$ cat src/rtl/audio_pkg.sv
// audio_pkg: shared scheduler state type, channel encodings and control-word bit indices
package audio_pkg;
    typedef enum logic [1:0] {IDLE, ISSUE, WAIT} sched_state_t;
    localparam logic CHAN_L = 1'b1;
    localparam logic CHAN_R = 1'b0;
    localparam int FEEDBACK_BIT_IDX = 0;
    localparam int ENABLE_BIT_IDX = 1;
endpackage

$ cat src/rtl/audio_chan_slot.sv
// audio_chan_slot: per-channel capture/result buffering with sticky overrun/underrun
//   cap_i/din_i   : capture strobe and sample from the codec
//   take_i        : scheduler dispatched this channel's pending sample
//   wr_i/res_i    : result write from the scheduler
//   req_i         : codec output request; clr_i clears sticky flags
//   pend_o/cap_o  : pending flag and captured sample; out_o drives the codec
module audio_chan_slot #(
    parameter int WIDTH = 16
) (
    input  logic             clk,
    input  logic             reset_n,
    input  logic             cap_i,
    input  logic [WIDTH-1:0] din_i,
    input  logic             take_i,
    input  logic             wr_i,
    input  logic [WIDTH-1:0] res_i,
    input  logic             req_i,
    input  logic             clr_i,
    output logic             pend_o,
    output logic [WIDTH-1:0] cap_o,
    output logic [WIDTH-1:0] out_o,
    output logic             overrun_o,
    output logic             underrun_o
);
    logic             pend_q, pend_d, fresh_q, fresh_d, ov_q, ov_d, un_q, un_d;
    logic [WIDTH-1:0] cap_q, cap_d, res_q, res_d, out_q, out_d;
    always_comb begin
        pend_d  = cap_i | (pend_q & ~take_i);
        cap_d   = cap_i ? din_i : cap_q;
        res_d   = wr_i ? res_i : res_q;
        fresh_d = wr_i | (fresh_q & ~req_i);
        out_d   = (req_i & fresh_q) ? res_q : out_q;
        // a capture coinciding with dispatch loses nothing, so it is not an overrun
        ov_d    = (cap_i & pend_q & ~take_i) | (ov_q & ~clr_i);
        un_d    = (req_i & ~fresh_q) | (un_q & ~clr_i);
    end
    always_ff @(posedge clk or negedge reset_n) begin
        if (!reset_n) begin
            pend_q  <= 1'b0;
            fresh_q <= 1'b0;
            ov_q    <= 1'b0;
            un_q    <= 1'b0;
            cap_q   <= '0;
            res_q   <= '0;
            out_q   <= '0;
        end else begin
            pend_q  <= pend_d;
            fresh_q <= fresh_d;
            ov_q    <= ov_d;
            un_q    <= un_d;
            cap_q   <= cap_d;
            res_q   <= res_d;
            out_q   <= out_d;
        end
    end
    assign pend_o     = pend_q;
    assign cap_o      = cap_q;
    assign out_o      = out_q;
    assign overrun_o  = ov_q;
    assign underrun_o = un_q;
endmodule

$ cat src/rtl/audio_effect_scheduler.sv
// audio_effect_scheduler: shares one effect engine between left/right codec channels
//   codec side : sample_end/audio_input_* capture, sample_req/audio_output_* playback
//   control    : control_in/control_wr shadow, copied to eng_control at left dispatch
//   engine     : eng_valid/eng_ready job handshake, res_valid/res_data result
//   status     : sticky overrun/underrun/timeout, cleared by status_clr
module audio_effect_scheduler
    import audio_pkg::*;
#(
    parameter int WIDTH      = 16,
    parameter int TIMEOUT    = 255,
    parameter int ENABLE_BIT = ENABLE_BIT_IDX
) (
    input  logic             clk,
    input  logic             reset_n,
    input  logic [1:0]       sample_end,
    input  logic [1:0]       sample_req,
    input  logic [WIDTH-1:0] audio_input_l,
    input  logic [WIDTH-1:0] audio_input_r,
    output logic [WIDTH-1:0] audio_output_l,
    output logic [WIDTH-1:0] audio_output_r,
    input  logic [3:0]       control_in,
    input  logic             control_wr,
    output logic             eng_valid,
    input  logic             eng_ready,
    output logic             eng_chan,
    output logic [WIDTH-1:0] eng_data,
    output logic [3:0]       eng_control,
    input  logic             res_valid,
    input  logic [WIDTH-1:0] res_data,
    input  logic             status_clr,
    output logic [1:0]       overrun,
    output logic [1:0]       underrun,
    output logic             timeout
);
    localparam int CW = $clog2(TIMEOUT + 1);
    sched_state_t     state_q, state_d;
    logic             last_q, last_d, job_chan_q, job_chan_d, to_q, to_d;
    logic [WIDTH-1:0] job_data_q, job_data_d, cap_l, cap_r, wr_data;
    logic [3:0]       shadow_q, act_q, act_d;
    logic [CW-1:0]    cnt_q, cnt_d, cnt_inc;
    logic             pend_l, pend_r, sel, take, wr, wr_chan, to_set;
    // round-robin: with both pending, serve the channel not served last
    assign sel     = (pend_l & pend_r) ? ~last_q : pend_l;
    assign cnt_inc = (cnt_q == CW'(TIMEOUT)) ? cnt_q : cnt_q + CW'(1);
    always_comb begin
        state_d    = state_q;
        last_d     = last_q;
        job_chan_d = job_chan_q;
        job_data_d = job_data_q;
        act_d      = act_q;
        cnt_d      = cnt_q;
        take       = 1'b0;
        wr         = 1'b0;
        wr_chan    = job_chan_q;
        wr_data    = '0;
        to_set     = 1'b0;
        case (state_q)
            IDLE: if (pend_l | pend_r) begin
                take       = 1'b1;
                last_d     = sel;
                job_chan_d = sel;
                job_data_d = (sel == CHAN_L) ? cap_l : cap_r;
                act_d      = (sel == CHAN_L) ? shadow_q : act_q;
                wr_chan    = sel;
                cnt_d      = '0;
                // bypass writes a zero result without touching the engine
                if (act_d[ENABLE_BIT]) state_d = ISSUE;
                else wr = 1'b1;
            end
            ISSUE: if (eng_ready) state_d = WAIT;
            WAIT: begin
                cnt_d = cnt_inc;
                if (res_valid) begin
                    wr      = 1'b1;
                    wr_data = res_data;
                    state_d = IDLE;
                end else if (cnt_inc == CW'(TIMEOUT)) begin
                    wr      = 1'b1;
                    wr_data = job_data_q;
                    to_set  = 1'b1;
                    state_d = IDLE;
                end
            end
            default: state_d = IDLE;
        endcase
        to_d = to_set | (to_q & ~status_clr);
    end
    always_ff @(posedge clk or negedge reset_n) begin
        if (!reset_n) begin
            state_q    <= IDLE;
            last_q     <= CHAN_R;
            job_chan_q <= 1'b0;
            job_data_q <= '0;
            shadow_q   <= '0;
            act_q      <= '0;
            cnt_q      <= '0;
            to_q       <= 1'b0;
        end else begin
            state_q    <= state_d;
            last_q     <= last_d;
            job_chan_q <= job_chan_d;
            job_data_q <= job_data_d;
            shadow_q   <= control_wr ? control_in : shadow_q;
            act_q      <= act_d;
            cnt_q      <= cnt_d;
            to_q       <= to_d;
        end
    end
    audio_chan_slot #(.WIDTH(WIDTH)) u_slot_l (
        .clk        (clk),
        .reset_n    (reset_n),
        .cap_i      (sample_end[1]),
        .din_i      (audio_input_l),
        .take_i     (take & (sel == CHAN_L)),
        .wr_i       (wr & (wr_chan == CHAN_L)),
        .res_i      (wr_data),
        .req_i      (sample_req[1]),
        .clr_i      (status_clr),
        .pend_o     (pend_l),
        .cap_o      (cap_l),
        .out_o      (audio_output_l),
        .overrun_o  (overrun[1]),
        .underrun_o (underrun[1])
    );
    audio_chan_slot #(.WIDTH(WIDTH)) u_slot_r (
        .clk        (clk),
        .reset_n    (reset_n),
        .cap_i      (sample_end[0]),
        .din_i      (audio_input_r),
        .take_i     (take & (sel == CHAN_R)),
        .wr_i       (wr & (wr_chan == CHAN_R)),
        .res_i      (wr_data),
        .req_i      (sample_req[0]),
        .clr_i      (status_clr),
        .pend_o     (pend_r),
        .cap_o      (cap_r),
        .out_o      (audio_output_r),
        .overrun_o  (overrun[0]),
        .underrun_o (underrun[0])
    );
    assign eng_valid   = (state_q == ISSUE);
    assign eng_chan    = job_chan_q;
    assign eng_data    = job_data_q;
    assign eng_control = act_q;
    assign timeout     = to_q;
endmodule

$ cat config.mk
export PLATFORM = sky130hd
export DESIGN_NAME = audio_effect_scheduler
export DESIGN_NICKNAME = d
export VERILOG_FILES = /design/src/rtl/audio_pkg.sv /design/src/rtl/audio_chan_slot.sv /design/src/rtl/audio_effect_scheduler.sv
export SDC_FILE = /design/constraint.sdc
export NUM_CORES = 1
export LEC_CHECK = 0
export BUFFER_PORTS_ARGS = -buffer_cell sky130_fd_sc_hd__buf_2
export CAP_MARGIN = 15
export CORE_MARGIN = 3
export CORE_UTILIZATION = 59
export DETAILED_ROUTE_END_ITERATION = 7
export PLACE_DENSITY_LB_ADDON = 0.3
export RECOVER_POWER = 25
export SETUP_SLACK_MARGIN = 0.5
export SLEW_MARGIN = 15
export SYNTH_ARGS = -nofsm -noshare
export SYNTH_HDL_FRONTEND = slang
export SYNTH_SLANG_ARGS = --single-unit
$ cat constraint.sdc
create_clock -name clk -period 5.6 [get_ports clk]
set_clock_uncertainty 0.15 [all_clocks]
set_input_delay 1.4 -clock clk [delete_from_list [all_inputs] [get_ports clk]]
set_output_delay 1.4 -clock clk [all_outputs]
set_load 0.02 [all_outputs]
==> impl_metrics.json <==
{
  "antenna_found_initial": 0,
  "antenna_cells": 0,
  "grt_pass1_vias": 4044,
  "grtUsageTotal_pct": 23.1,
  "cpPeakStageDelay_ns": 0.96,
  "synth_compound_area_share_pct": 11.7,
  "area_growth_pct": 19.0,
  "clk_latency_ns": 0.51,
  "synth_xor_area_share_pct": 0,
  "grt_pass1_wl_um": 20900,
  "setup_tns_ns": 0,
  "yosys_register_bits": 141,
  "critPathLaunchType": "flip-flop",
  "synthDistinctLibCells": 54,
  "slew_viol_final": 105,
  "worst_pin_slew_ns": 2.53,
  "antenna_left": 0,
  "yosysSeqAreaShare_pct": 57.3,
  "drt_pass1_iterations": 4,
  "syn_inst": 440,
  "yosys_most_used_dff": "dfrtp_1",
  "m1WireLength_um": 5660,
  "tritoncts": "built",
  "ctsResizeCount": 0,
  "synth-simple-area-share_pct": 4.98,
  "pre_cts_ws_ns": 2.05,
  "via_count": 3969,
  "synth_edf_count": 0,
  "grt_remaining_overflow": 0,
  "critical_path_class": "reg2reg",
  "synthArstFlopShare_pct": 100,
  "final_common_cell": "dfrtp_1",
  "p_leak_nw": 3.67,
  "endpoint_kind": "flip-flop",
  "drtIter0Drc": 194,
  "slowest_stage": "clkbuf_1",
  "port_buffers": 120,
  "numCtsBuffers": 17,
  "fmax_mhz": 270,
  "clkTransAtPathRegs_ns": 0.07,
  "route.detailed.drc": 0,
  "clockRootBuffer": "clkbuf_8",
  "vias_per_cell": 5.67,
  "routed_wl_um": 12700,
  "hpwl_um": 9160,
  "die_y_um": 108,
  "fillers": 684,
  "io_pins": 121,
  "die-area_um2": 11700,
  "syn_nets": 503,
  "crit_path_cell_trace": "a21boi_0, clkbuf_1, nand2_1, a31oi_1, nor3_4, o21ai_4, mux2_2",
  "hold_path.class": "reg2reg",
  "dr_wl_met2_um": 5990,
  "synth_fa_ha_area_share_pct": 0.203,
  "synth-warning-count": 0,
  "period_needed_ns": 3.71,
  "synthesis.area_um2": 6160,
  "failed_checks": "capacitance limit, slew limit",
  "setup_viol": 0,
  "slew_headroom_pct": -69.0,
  "multi_input_area_um2": 2430,
  "placed_cells": 668,
  "start_util_pct": 61.9,
  "hold_violations": 0,
  "hold_buffers": 0,
  "wl_met3_um": 790,
  "muxShareOfSynthArea_pct": 22.5,
  "outcome": "complete, but fails checks",
  "drive_gt1_share_pct": 48.0,
  "cp_max_fo": 18,
  "fin_nets": 617,
  "grt_start_max_net_pins": 105,
  "post-route-util_pct": 73.6,
  "place_congestion": 0.865,
  "crit_required_ns": 5.84,
  "cts_sinks": 141,
  "powerDensity_nw_per_um2": 563,
  "die_x_um": 108,
  "top_layer_used": "met4",
  "num_rows": 36,
  "worst_slack_ns": 1.89,
  "cts_max_level": 4,
  "final_cell_mix": "141 x dfrtp_1, 117 x buf_2, 82 x mux2_2",
  "core_um2": 9950,
  "min_period_over_period_pct": 66.2,
  "rsz0062_at_grt": "no",
  "cts_setup_buffers": 0,
  "maxCapViolCount": 1,
  "seqCellArea_um2": 3530,
  "critical_path_arrival_ns": 3.95,
  "ir_worst_vdd_v": 0.000308,
  "avgRoutedWirePerCell_um": 18.2,
  "synth_top_family_by_area": "multiplexers",
  "fin_cells": 700,
  "syn_area_per_cell_um2": 14.0,
  "max-clock-path-buffers": 2
}
## layout make-up
cell class / instances / area share (%)
timing repair buffer: 122 / 8.31
clock inverter: 13 / 1.60
multi-input combinational: 262 / 33.1
tap: 133 / 2.27
sequential: 141 / 48.1
inverter: 10 / 0.512
clock buffer: 19 / 6.03
## synth_stat cells (3+ instances only)
cell	n	area share [%]
mux2i_1	16	2.6
clkbuf_1	11	0.67
nand2b_1	3	0.30
inv_1	10	0.61
mux2_4	18	4.4
buf_4	5	0.61
o31ai_1	3	0.37
mux2_1	3	0.55
nand2_1	19	1.2
dfrtp_1	141	57
nor2_1	25	1.5
buf_1	4	0.24
mux2_2	82	15
a21oi_1	22	1.8
o41ai_1	3	0.43
o21ai_0	5	0.41
buf_6	3	0.55
a22o_1	9	1.3
a31oi_1	5	0.51
a22o_4	9	2.6
## worst max-delay path: cells and delay by family (launching register included)
| family | cells | cell delay, ns |
|---|---|---|
| AOI/OAI and AO/OA | 3 | 1.22 |
| buffers and inverters | 1 | 0.96 |
| and+or+nand+nor | 2 | 0.42 |
| DFF | 1 | 0.41 |
| muxes | 1 | 0.41 |
## routing by layer
metal	global-route usage [%]	vias up
met5	0	-
met4	8.12	0
met3	6.03	27
met2	34.7	144
met1	32.8	1981
li1	-	1817
## kinds of logic after synthesis
kind of cell / count (synthesis)
buffers and inverters: 37
muxes: 119
and+or+nand+nor: 62
DFF: 141
adders and majority gates: 1
AOI/OAI and AO/OA: 80
## state kept, by name (all words and copies together) (netlist names)
register / flops
u_slot_r.underrun_o: 1
u_slot_r.pend_o: 1
u_slot_l.overrun_o: 1
shadow_q: 4
u_slot_l.fresh_q: 1
u_slot_l.out_o: 16
u_slot_l.cap_o: 16
u_slot_l.res_q: 16
state_q: 2
last_q: 1
u_slot_r.out_o: 16
eng_chan: 1
eng_data: 16
u_slot_r.res_q: 16
u_slot_r.cap_o: 16
u_slot_l.underrun_o: 1
eng_control: 4
u_slot_l.pend_o: 1
u_slot_r.overrun_o: 1
u_slot_r.fresh_q: 1
timeout: 1
cnt_q: 8
## final timing paths
| kind | startpoint | to | slack, ns | cells after the start |
|---|---|---|---|---|
| worst max-delay path | u_slot_l.pend_o$_DFF_PN0_ | u_slot_l.res_q[3]$_DFFE_PN0P_ | 1.89 | 7 |
| worst min-delay path | u_slot_r.out_o[4]$_DFFE_PN0P_ | u_slot_r.out_o[4]$_DFFE_PN0P_ | 0.35 | 1 |
| worst max register to register | u_slot_l.pend_o$_DFF_PN0_ | u_slot_l.res_q[3]$_DFFE_PN0P_ | 1.89 | 7 |
| worst min register to register | u_slot_r.out_o[4]$_DFFE_PN0P_ | u_slot_r.out_o[4]$_DFFE_PN0P_ | 0.35 | 1 |
| max in group asynchronous | reset_n | u_slot_l.cap_o[5]$_DFFE_PN0P_ | 2.19 | 2 |
| min in group asynchronous | reset_n | u_slot_l.out_o[2]$_DFFE_PN0P_ | 1.51 | 1 |
## where the power goes
part / switching [mW] / total (mW) / internal [mW] / leakage (nW)
registers: 0.245 / 1.60 / 1.36 / 1.80
clock network: 0.458 / 1.04 / 0.586 / 0.269
logic: 0.852 / 1.48 / 0.632 / 1.60
## metrics by stage
| step | instance area [um^2] | hold slack [ns] | power (mW) |
|---|---|---|---|
| floorplan | 6160 | 0.306 | 2.68 |
| global placement | 6790 | 0.325 | 3.05 |
| detailed placement | 6790 | 0.327 | 3.10 |
| CTS | 7350 | 0.349 | 4.16 |
| global route | 7330 | 0.366 | 4.36 |
| finish | 7330 | 0.348 | 4.13 |
Power figures use the tool's default switching activity.
